==> src/rtl/mem_arbiter.sv <==
// Two-requester arbiter (fetch I, load/store D) onto one req/ack memory port.
// Define MEM_ARB_RR_EN for round-robin arbitration; otherwise D has fixed priority over I.
//
// state | meaning
// IDLE  | waiting for a request; winner and its access are latched on exit
// BUSY  | m_req high with latched access, waiting for m_ack
// DONE  | one-cycle ack to the granted requester, requests ignored
module mem_arbiter #(
   parameter int AW = 16,
   parameter int DW = 16
) (
   input  logic          clk,
   input  logic          reset,
   input  logic          i_req,
   input  logic [AW-1:0] i_addr,
   output logic [DW-1:0] i_rdata,
   output logic          i_ack,
   input  logic          d_req,
   input  logic          d_we,
   input  logic [AW-1:0] d_addr,
   input  logic [DW-1:0] d_wdata,
   output logic [DW-1:0] d_rdata,
   output logic          d_ack,
   output logic          m_req,
   output logic          m_we,
   output logic [AW-1:0] m_addr,
   output logic [DW-1:0] m_wdata,
   input  logic [DW-1:0] m_rdata,
   input  logic          m_ack,
   output logic          stall
);

   typedef enum logic [1:0] {IDLE, BUSY, DONE} state_t;

   state_t        state_q, state_d;
   logic          grant_q, grant_d;
   logic [AW-1:0] addr_q, addr_d;
   logic          we_q, we_d;
   logic [DW-1:0] wdata_q, wdata_d;
   logic [DW-1:0] i_rdata_q, i_rdata_d;
   logic [DW-1:0] d_rdata_q, d_rdata_d;
   logic          win;

`ifdef MEM_ARB_RR_EN
   logic last_q;

   // On contention the requester not granted last wins (last_q: 0 = I, 1 = D).
   assign win = d_req & (~i_req | ~last_q);

   always_ff @(posedge clk or negedge reset) begin
      if (!reset) begin
         last_q <= 1'b0;
      end else if (state_q == IDLE && (i_req || d_req)) begin
         last_q <= win;
      end
   end
`else
   assign win = d_req;
`endif

   always_ff @(posedge clk or negedge reset) begin
      if (!reset) begin
         state_q   <= IDLE;
         grant_q   <= 1'b0;
         addr_q    <= '0;
         we_q      <= 1'b0;
         wdata_q   <= '0;
         i_rdata_q <= '0;
         d_rdata_q <= '0;
      end else begin
         state_q   <= state_d;
         grant_q   <= grant_d;
         addr_q    <= addr_d;
         we_q      <= we_d;
         wdata_q   <= wdata_d;
         i_rdata_q <= i_rdata_d;
         d_rdata_q <= d_rdata_d;
      end
   end

   always_comb begin
      state_d   = state_q;
      grant_d   = grant_q;
      addr_d    = addr_q;
      we_d      = we_q;
      wdata_d   = wdata_q;
      i_rdata_d = i_rdata_q;
      d_rdata_d = d_rdata_q;
      case (state_q)
         IDLE: begin
            if (i_req || d_req) begin
               state_d = BUSY;
               grant_d = win;
               addr_d  = win ? d_addr : i_addr;
               we_d    = win & d_we;
               wdata_d = win ? d_wdata : '0;
            end
         end
         BUSY: begin
            if (m_ack) begin
               state_d = DONE;
               if (!we_q) begin
                  if (grant_q) d_rdata_d = m_rdata;
                  else         i_rdata_d = m_rdata;
               end
            end
         end
         DONE:    state_d = IDLE;
         default: state_d = IDLE;
      endcase
   end

   assign m_req   = (state_q == BUSY);
   assign m_we    = we_q;
   assign m_addr  = addr_q;
   assign m_wdata = wdata_q;
   assign i_ack   = (state_q == DONE) & ~grant_q;
   assign d_ack   = (state_q == DONE) &  grant_q;
   assign i_rdata = i_rdata_q;
   assign d_rdata = d_rdata_q;
   assign stall   = (i_req | d_req) & ~(i_ack | d_ack);

endmodule

==> config.mk <==
export PLATFORM = sky130hd
export DESIGN_NAME = mem_arbiter
export DESIGN_NICKNAME = d
export VERILOG_FILES = /design/src/rtl/mem_arbiter.sv
export SDC_FILE = /design/constraint.sdc
export NUM_CORES = 1
export LEC_CHECK = 0
export CORE_MARGIN = 3
export CORE_UTILIZATION = 27
export DETAILED_ROUTE_END_ITERATION = 7
export SYNTH_ARGS = -nofsm -noshare
export SYNTH_HDL_FRONTEND = slang
export SYNTH_SLANG_ARGS = --single-unit
export TNS_END_PERCENT = 100
==> constraint.sdc <==
create_clock -name clk -period 2 [get_ports clk]
set_input_delay 0.4 -clock clk [delete_from_list [all_inputs] [get_ports clk]]
set_output_delay 0.4 -clock clk [all_outputs]
set_load 0.1 [all_outputs]
; ---- Word-level counts from Yosys, hierarchy flattened
; Index checks and enable logic that the tools add are counted.
[classes]
eq_ne = 4
muxes = 5
bitwise = 9
reduce_logical = 6
[ops]
columns = operator, n
row1 = 16-bit 2-to-1 mux, 2
row2 = 4-bit AND reduction, 2
row3 = 1-bit bitwise AND, 4
row4 = 2-bit 2-to-1 mux, 2
row5 = 2-bit one-hot mux with 2 select lines, 1
row6 = 2-bit AND reduction, 2
row7 = 1-bit inverter, 3
row8 = 2-bit by 1-bit equality test with 1-bit output (second input constant), 1
row9 = 2-bit equality test (second input constant), 1
row10 = 2-bit logical NOT, 1
row11 = 2-bit by 1-bit inequality test with 1-bit output (second input constant), 1
row12 = 2-bit inequality test (second input constant), 1
row13 = 1-bit OR, 2
row14 = 1-bit logical OR, 1
[totals]
regBits = 68
in_bits = 70
output_inout_bits = 69

; ---- Logic depth before layout (Yosys ltp)
; Gate-level depths: netlist of the first run.
[depth]
depth_word = 5
depth_mapped = 6
depth_no_buf = 3

; ---- Worst setup path before layout of the first run
; No wires, ideal clock.
[synth_path]
path_type = register to output
from = reg grant_q
to = out i_ack
arrival_time_ns = 2.655
required_ns = 1.600
path_slack_ns = -1.055
stages_incl_launch_ff = 2
cell_sequence = dfrtp_1 > nor3b_1
[synth_via]
elab_chain_len = 2
[synth_rtl]
columns = item, line_no
row1 = from (decl), 36  ; logic grant_q, grant_d;
row2 = from (signal assigned), 72  ; grant_q <= grant_d;
row3 = 1-bit inverter (no line), --
row4 = 1-bit bitwise AND, 117  ; assign i_ack = (state_q == DONE) & ~grant_q;
row5 = to (decl), 17  ; output logic i_ack,
; No other way between the ends.

; ---- Worst setup path in the final report of the first run
[layout_path]
from = in d_req
to = out stall
[layout_via]
elab_chain_len = 2
[layout_rtl]
columns = item, line_no
row1 = from (decl), 18  ; input logic d_req,
row2 = 1-bit OR, 121  ; assign stall = (i_req | d_req) & ~(i_ack | d_ack);
row3 = 1-bit bitwise AND, 121
row4 = to (decl), 30  ; output logic stall
; No other way between the ends.

==> results.md, run 1 <==
- Largest net degree at the start of global routing: 69
- Initial drt markers: 63
- Global-route wire length before repair: 10300 um
- Post-CTS setup-driven buffer insertion count: 0
- Syn-to-layout area delta: 61.6%
- Initial antenna violation count: 0
- I/O pin cnt: 139
- WL/cell: 14.4 um
- Root buf cell: clkbuf_8
- Via density: 4.31
- Layout cells sized above 1: 51.1%
- Total GRT Usage: 11.6%
- Final #Nets: 392
- Synth Area in Compound Gates: 6.14%
- Post-synth EDFFs: 0
- Beginning of the critical path: d_req
- Antenna cell count: 0
- Synth top cells by count: dfrtp_1, mux2_2, a22o_1, buf_2
- Synth area leaders: dfrtp_1, mux2_2, a22o_1
- Post-route DRC violation count: 0
- Status: finished, final reports clean
- H-tree depth: 3
- Main combinational cell family by area after synthesis: multiplexers
- Final Skew: 0.00912 ns
- Clock Latency Late Sink: 0.33 ns
- Pins Over Slew Limit: 0
- Unrepaired setup endpoints after global routing: false
- Simple-gate share of the synthesized area: 3.32%
- # hold bufs at CTS: 0
- CP endpoint kind: output pin
- Clock period minus final worst setup slack: 1.79 ns
- Largest area contributor in the netlist: dfrtp_1
- Row count: 36
- Via count: 1973
- Slowest Stage Delay on Critical Path: 0.45 ns
- CP max stage cell: clkdlybuf4s50_1
- Area of the multi-input gates: 992 sq um
- Cell area after synthesis: 2750 sq um
- Ys async rst share: 100%
- Setup-failing EPs final: 0
- Die area: 11400 sq um
- Worst-Margin Slew: 0.356 ns
- Ys Warns: 0
- Die Span X: 107 um
- Final GP Congestion: 0.701
- R2R depth: 5
- Clock tree sinks: 68
- Mean Syn Cell Area: 16.0 sq um
- Adder-Cell Fraction of Synth Area: 0%
- Critical Path Fanout Max: 3
- CP required: 1.60 ns
- Fillers: 928
- Main flop type after synthesis: dfrtp_1
- Die Height: 107 um
- Post-CTS sizing: 0
- GR Overflow Total: 0
- Reg2Reg Setup Slack: 0.46 ns
- Mux cell area share after synthesis: 26.2%
- Finished Core Util: 45.3%
- Top-area cell type share of the netlist area: 61.9%
- Syn Nets: 242
- Distinct cells, synth: 21
- Vias in the first global route: 2012
- Final period utilization: 89.7%
- CP Cell Sequence: clkdlybuf4s50_1 > nor2_1 > a21oi_2 > buf_12
- Core region area: 9820 sq um
- MaxCap Viol Count: 0
- Synth Register Bits: 68
- Detailed Route WL: 6580 um
- XOR/XNOR Fraction of Synth Area: 0%
- Num CTS Buffers: 9
- Crit Path Category: in -> out
- Register area: 1700 sq um
- Clk pin slew, worst setup/hold paths: 0.07 ns
- Initial Util: 28.0%
- Longest Clk Path Bufs: 2
- Max frequency: 558 MHz
- Worst flop-to-flop path startpoint: state_q[0]
- CTS tree: built
- Critical R2R Capture: d_rdata[3]
- Post-synthesis sequential area ratio: 61.9%
- Most frequent cell after synthesis: dfrtp_1
- Worst EP arrival: 1.39 ns
- Post-detail-place hpwl: 4890 um
- Worst rel slew slack: 76.3%
- Post-route ant nets: 0
- Final hold vios: 0
- Crit start category: input port
- IO buf count: 138
- Cells after Synth: 172
- Detailed Routing Iterations Pass 1: 4
- HP Class: in -> async
==> worst max path at each step <==
stage                 endpoint  cells past startpoint
finish                   stall                      4
CTS                      stall                      4
detailed placement  i_rdata[5]                      5
global route             stall                      4
global placement    i_rdata[6]                      5
floorplan                i_ack                      1
==> through the flow <==
step                      setup TNS [ns]  area (sq um)  cells  hold WS (ns)  worst slack, ns
after floorplan                  -0.0678          2760    172         0.104          -0.0678
after global placement                 0          4260    444         0.454           0.0781
after detailed placement               0          4260    444         0.454           0.0541
after CTS                              0          4450    458        0.0850            0.195
after global routing                   0          4450    458        0.0842            0.110
final                                  0          4450    458        0.0809            0.207
==> critical path: cells and delay by family <==
kind | cells | cell delay, ns
AOI/OAI and AO/OA | 1 | 0.08
buffers and inverters | 2 | 0.63
and+or+nand+nor | 1 | 0.28
==> routing by layer <==
| metal | share of wire [%] | vias up | track usage (%) | routed length (um) |
|---|---|---|---|---|
| met1 | 41 | 963 | 13.7 | 2720 |
| met4 | 0.81 | 0 | 3.29 | 53 |
| met3 | 9.1 | 6 | 5.66 | 598 |
| li1 | - | 926 | - | - |
| met2 | 49 | 78 | 18.8 | 3210 |
| met5 | 0 | - | 0 | 0 |
==> registers in the layout (all words and copies together), names as in the netlist <==
register,cells
m_wdata,16
d_rdata,16
m_we,1
grant_q,1
i_rdata,16
m_addr,16
state_q,2
==> layout make-up <==
class | instances | share of cell area, %
sequential | 68 | 38.3
clock buffer | 12 | 3.49
inverter | 1 | 0.0844
tap | 133 | 3.74
clock inverter | 2 | 0.788
timing repair buffer | 148 | 31.3
multi-input combinational | 94 | 22.3
==> kinds of logic after synthesis <==
| group | Yosys count |
|---|---|
| AO/OA/AOI/OAI | 20 |
| buffers and inverters | 10 |
| multiplexers | 64 |
| flip-flops | 68 |
| AND/OR/NAND/NOR | 10 |
==> placed cells by master (no fill, tap or decap) <==
master	count
nor2_1	1
buf_12	9
buf_2	1
bufinv_16	1
nand3b_2	1
and3_2	1
nor3b_4	1
and3b_2	1
clkbuf_8	11
o31ai_1	1
a21o_1	1
clkbuf_1	1
buf_4	70
a21oi_2	1
nor2_2	1
nor3b_2	2
clkinv_2	1
dfrtp_1	68
a22o_1	17
nor3_2	1
mux2_2	64
inv_1	1
clkdlybuf4s50_1	68
or3_1	1
Power of run 1 is not shown: default switching activity piles up to over one toggle a cycle in this logic, so the estimate is an artifact.
==> run 2, diff against run 1 <==
- CORE_UTILIZATION: 27 -> 24
- GPL_TIMING_DRIVEN: not set -> 0
==> run 2 against run 1 <==
  * Critical path type is now reg -> out
  * Critical path depth decreased by 3
  * Core utilization decreased by 4.7 points
  * Worst setup slack got worse by 0.15 ns
  * Fmax is 7.7% lower
  * Register-to-register slack got worse by 0.20 ns
  * First-iteration DRC count down 17%
==> results.md, run 2 (synthesis gave the netlist of run 1 again) <==
- Via density: 4.27 (-0.77%)
- CTS tree: built
- Num CTS Buffers: 9 (unchanged)
- Global-route wire length before repair: 10900 um (+6.2%)
- Initial antenna violation count: 0 (unchanged)
- Die Span X: 113 um (+5.7%)
- Clk pin slew, worst setup/hold paths: 0.05 ns (-0.02 ns)
- Clock tree sinks: 68 (unchanged)
- Longest Clk Path Bufs: 2 (unchanged)
- CP bufs+invs: 1 (-1)
- Setup-failing EPs final: 0 (unchanged)
- Final Skew: 0.00552 ns (-0.00360 ns)
- Via count: 1992 (+0.96%)
- Initial drt markers: 52 (-17%)
- Beginning of the critical path: m_wdata[13]
- Core region area: 11000 sq um (+12%)
- Most common cell after layout, fill and taps aside: dfrtp_1
- CP Cell Sequence: dlygate4sd2_1
- Worst-Margin Slew: 0.987 ns (+0.631 ns)
- IO buf count: 137 (-0.72%)
- Status: finished, final reports clean
- Fillers: 1098 (+18%)
- I/O pin cnt: 139 (unchanged)
- Crit start category: flop
- Slowest Stage Delay on Critical Path: 0.86 ns (+0.41 ns)
- Critical R2R Capture: d_rdata[13]
- Root buf cell: clkbuf_16
- Die Height: 113 um (+5.7%)
- Total GRT Usage: 10.7% (-0.89 points)
- CP required: 1.60 ns (about the same)
- WL/cell: 14.4 um (+0.40%)
- Crit Path Category: reg -> out
- Max frequency: 515 MHz (-7.7%)
- CP max stage cell: dlygate4sd2_1
- CP endpoint kind: output pin
- Row count: 38 (+5.6%)
- Final #Nets: 391 (-0.26%)
- Clock Latency Late Sink: 0.32 ns (about the same)
- Detailed Route WL: 6720 um (+2.2%)
- Final GP Congestion: 0.701 (about the same)
- Initial Util: 24.9% (-3.1 points)
- R2R depth: 4 (-1)
- Post-route ant nets: 0 (unchanged)
- Die area: 12800 sq um (+12%)
- Finished Core Util: 40.6% (-4.7 points)
- Worst rel slew slack: 34.5% (-42 points)
- Syn-to-layout area delta: 62.9%
- Unrepaired setup endpoints after global routing: false
- Hold_ws: 0.182 ns (+0.101 ns)
- Final hold vios: 0 (unchanged)
- Critical path's top delay family: buffers and inverters
- Post-route DRC violation count: 0 (unchanged)
- HP Class: in -> async
- H-tree depth: 3 (unchanged)
- Reg2Reg Setup Slack: 0.26 ns (-0.20 ns)
- GR Overflow Total: 0 (unchanged)
- Final period utilization: 97.1% (+7.5 points)
- Layout cells sized above 1: 31.0% (-20 points)
- # hold bufs at CTS: 0 (unchanged)
- Clock period minus final worst setup slack: 1.94 ns (+0.149 ns)
- MaxCap Viol Count: 0 (unchanged)
- Post-detail-place hpwl: 4980 um (+1.9%)
- Vias in the first global route: 2178 (+8.3%)
- Pins Over Slew Limit: 0 (unchanged)
- Commonest cells after routing, fill and taps aside: dfrtp_1, clkdlybuf4s50_1, mux2_2
- Worst EP arrival: 1.54 ns (+0.15 ns)
- Worst flop-to-flop path startpoint: state_q[0]
- Critical Path Fanout Max: 2 (-1)
- Largest net degree at the start of global routing: 69 (unchanged)
- Detailed Routing Iterations Pass 1: 4 (unchanged)
- Antenna cell count: 0 (unchanged)
run 2: routing by layer:
metal  share of wire (%)  routed length [um]  vias to the layer above  track usage, %
met2                  47                3140                       86            16.4
met4                0.57                  38                        0            2.64
li1                    -                   -                      935               -
met3                 9.6                 648                        5            5.67
met5                   0                   0                        -               0
met1                  43                2900                      966            13.4
run 2: stage by stage:
step | setup slack (ns) | TNS, ns | cells | cell area [sq um]
after CTS | 0.00340 | 0 | 465 | 4470
final | 0.0577 | 0 | 466 | 4480
after detailed placement | -0.588 | -7.17 | 449 | 4310
after floorplan | -0.0678 | -0.0678 | 172 | 2760
after global placement | -1.81 | -129.63 | 449 | 4310
after global routing | 0.00465 | 0 | 466 | 4480
run 2: how the worst max path moves through the flow:
| stage | to | depth (start not counted) | slack [ns] |
|---|---|---|---|
| after CTS | d_ack | 3 | 0.003 |
| after floorplan | i_ack | 1 | -0.07 |
| after global routing | i_rdata[5] | 1 | 0.005 |
| after global placement | m_wdata[11] | 1 | -1.81 |
| after detailed placement | stall | 4 | -0.59 |
| final | m_wdata[13] | 1 | 0.06 |
run 2: what timing repair did:
item	4_1_cts	5_1_grt
hold endpoints to repair	0	0
resized for setup	85	5
pin swaps	0	0
endpoints found under the setup margin	69	5
setup buffers	0	1
cloned	0	0
run 2: area by class of cell:
| cell class | count | area [sq um] | share of cell area (%) |
|---|---|---|---|
| tap | 140 | 175 | 3.91 |
| sequential | 68 | 1700 | 38.0 |
| timing repair buffer | 138 | 1280 | 28.6 |
| inverter | 1 | 3.75 | 0.0838 |
| clock inverter | 5 | 28.8 | 0.642 |
| clock buffer | 11 | 233 | 5.19 |
| multi-input combinational | 94 | 992 | 22.1 |
| buffer | 9 | 63.8 | 1.42 |
Power of run 2 is left out for the same reason.
==> run 3, diff against run 2 <==
- clock period: 2 -> 1.88 ns (I/O delays scaled with it)
==> run 3 against run 2 <==
  * Via count rose by 0.35%
  * Count of clock-buffer cells in the layout did not move
  * Sequential share of layout area fell by 1.3 points
  * Die area did not move
  * Worst hold slack got worse by 0.014 ns
  * Wire length rose by 3.2%
  * Global-route usage rose by 0.43 points
  * Flip-flop and latch count did not move
  * Cell count rose by 0.21%
  * Non-clock buffer count rose by 1
  * First-iteration DRC count fell by 19%
  * Critical path depth rose by 2
  * Critical endpoint is now stall
  * Largest cell class unchanged
==> results.md, run 3 (synthesis gave the netlist of run 1 again) <==
- Worst EP arrival: 1.40 ns (-0.14 ns)
- Layout cells sized above 1: 51.4% (+20 points)
- Post-route ant nets: 0 (unchanged)
- Metal3 WL: 621 um (-4.2%)
- Final period utilization: 94.4%
- Worst flop-to-flop path startpoint: state_q[0]
- Final #Nets: 392 (+0.26%)
- IO buf count: 137 (unchanged)
- Critical R2R Capture: d_rdata[7]
- H-tree depth: 3 (unchanged)
- R2R depth: 4 (unchanged)
- Longest Clk Path Bufs: 2 (unchanged)
- Setup-failing EPs final: 0 (unchanged)
- Met2 wire len: 3350 um (+6.7%)
- Die Span X: 113 um (unchanged)
- M1 WL: 2930 um (+1.1%)
- Max frequency: 563 MHz
- # hold bufs at CTS: 0 (unchanged)
- CP max stage cell: dfrtp_1
- Via density: 4.28 (+0.14%)
- Syn-to-layout area delta: 68.8%
- Post-route DRC violation count: 0 (unchanged)
- Core region area: 11000 sq um (unchanged)
- Clock tree sinks: 68 (unchanged)
- Detailed Routing Iterations Pass 1: 2 (-2)
- WP depth: 3 (+2)
- Die area: 12800 sq um (unchanged)
- CP endpoint kind: output pin
- Total GRT Usage: 11.1% (+0.43 points)
- Worst-Margin Slew: 0.862 ns (-0.125 ns)
- Clk pin slew, worst setup/hold paths: 0.06 ns (about the same)
- Row count: 38 (unchanged)
- Final Skew: 0.00814 ns (+0.00262 ns)
- Global-route wire length before repair: 11400 um (+4.5%)
- WL/cell: 14.9 um (+2.9%)
- Final hold vios: 0 (unchanged)
- Unrepaired setup endpoints after global routing: false
- Initial antenna violation count: 0 (unchanged)
- Max layer used: met4
- Crit start category: flop
- Initial drt markers: 42 (-19%)
- Worst rel slew slack: 42.6% (+8.1 points)
- Root buf cell: clkbuf_16
- GR Overflow Total: 0 (unchanged)
- Slowest Stage Delay on Critical Path: 0.48 ns (-0.38 ns)
- CTS tree: built
- Reg2Reg Setup Slack: 0.14 ns (-0.12 ns)
- Via count: 1999 (+0.35%)
- Fin cells: 467 (+0.21%)
- Final GP Congestion: 0.676 (-3.6%)
- MaxCap Viol Count: 0 (unchanged)
- Clock Latency Late Sink: 0.32 ns (about the same)
- CP required: 1.50 ns (-0.10 ns)
- Initial Util: 24.9% (unchanged)
- Detailed Route WL: 6940 um (+3.2%)
- CP Cell Sequence: inv_1 > a21oi_2 > buf_4
- Antenna cell count: 0 (unchanged)
- Critical path's top delay family: flip-flops
- Clock period minus final worst setup slack: 1.78 ns
- HP Class: in -> async
- Placed cell count: 449 (unchanged)
- Commonest cells after routing, fill and taps aside: dfrtp_1, clkdlybuf4s50_1, mux2_2
- Pins Over Slew Limit: 0 (unchanged)
- Vias in the first global route: 2246 (+3.1%)
- Largest net degree at the start of global routing: 69 (unchanged)
- CP bufs+invs: 2 (+1)
- I/O pin cnt: 139 (unchanged)
- Status: finished, final reports clean
- Fillers: 1067 (-2.8%)
- Die Height: 113 um (unchanged)
- Num CTS Buffers: 9 (unchanged)
- Crit Path Category: reg -> out
- Critical Path Fanout Max: 6 (+4)
- Post-detail-place hpwl: 5090 um (+2.1%)
## run 3: cell types whose count changed in the layout (fill, tap and decap cells not counted), sizes merged
| cell | change |
|---|---|
| dlygate4sd2 | -62 |
| clkinv | -3 |
| clkbuf | +14 |
| clkdlybuf4s15 | +48 |
| buf | +1 |
| clkinvlp | +1 |
| bufinv | +2 |
## run 3: area by class of cell
| cell class | instances | area [sq um] | area share (%) |
|---|---|---|---|
| sequential | 68 | 1700 | 36.7 |
| timing repair buffer | 139 | 1370 | 29.5 |
| multi-input combinational | 94 | 998 | 21.5 |
| clock buffer | 11 | 243 | 5.23 |
| tap | 140 | 175 | 3.77 |
| clock inverter | 5 | 85.1 | 1.83 |
| buffer | 9 | 63.8 | 1.37 |
| inverter | 1 | 3.75 | 0.0808 |
## run 3: per-stage QoR
step	hold WS (ns)	TNS, ns	cell area [sq um]	utilization, %	setup WS, ns
final	0.168	0	4640	42.1	0.105
after global routing	0.240	0	4640	42.1	0.0209
after CTS	0.210	0	4700	42.6	0.00160
after detailed placement	0.491	-11.93	4310	39.0	-0.664
after global placement	0.488	-139.90	4310	39.1	-2.14
after floorplan	0.0804	-0.164	2760	-	-0.164
## run 3: worst max path at each step
stage | slack [ns] | start | end
floorplan | -0.16 | state_q[0] | i_ack
global placement | -2.14 | reset | m_we
detailed placement | -0.66 | i_req | stall
CTS | 0.002 | d_rdata[2] | d_rdata[2]
global route | 0.02 | state_q[0] | stall
finish | 0.10 | state_q[0] | stall
## run 3: worst reg2reg max path: stages, from the launching register on
cell	delay [ns]
dfrtp_1	0.46
and3b_2	0.28
nand3b_2	0.20
buf_2	0.31
mux2_2	0.37
## run 3: routing by layer
metal / global-route usage [%] / vias up
li1: - / 929
met1: 13.7 / 983
met2: 17.9 / 83
met3: 5.45 / 4
met4: 2.16 / 0
met5: 0 / -
## run 3: repair_timing
| action | CTS | global route |
|---|---|---|
| gates cloned | 0 | 0 |
| setup endpoints to repair | 79 | 22 |
| buffers inserted | 2 | 0 |
| resized for setup | 203 | 19 |
Power of run 3 is left out for the same reason.
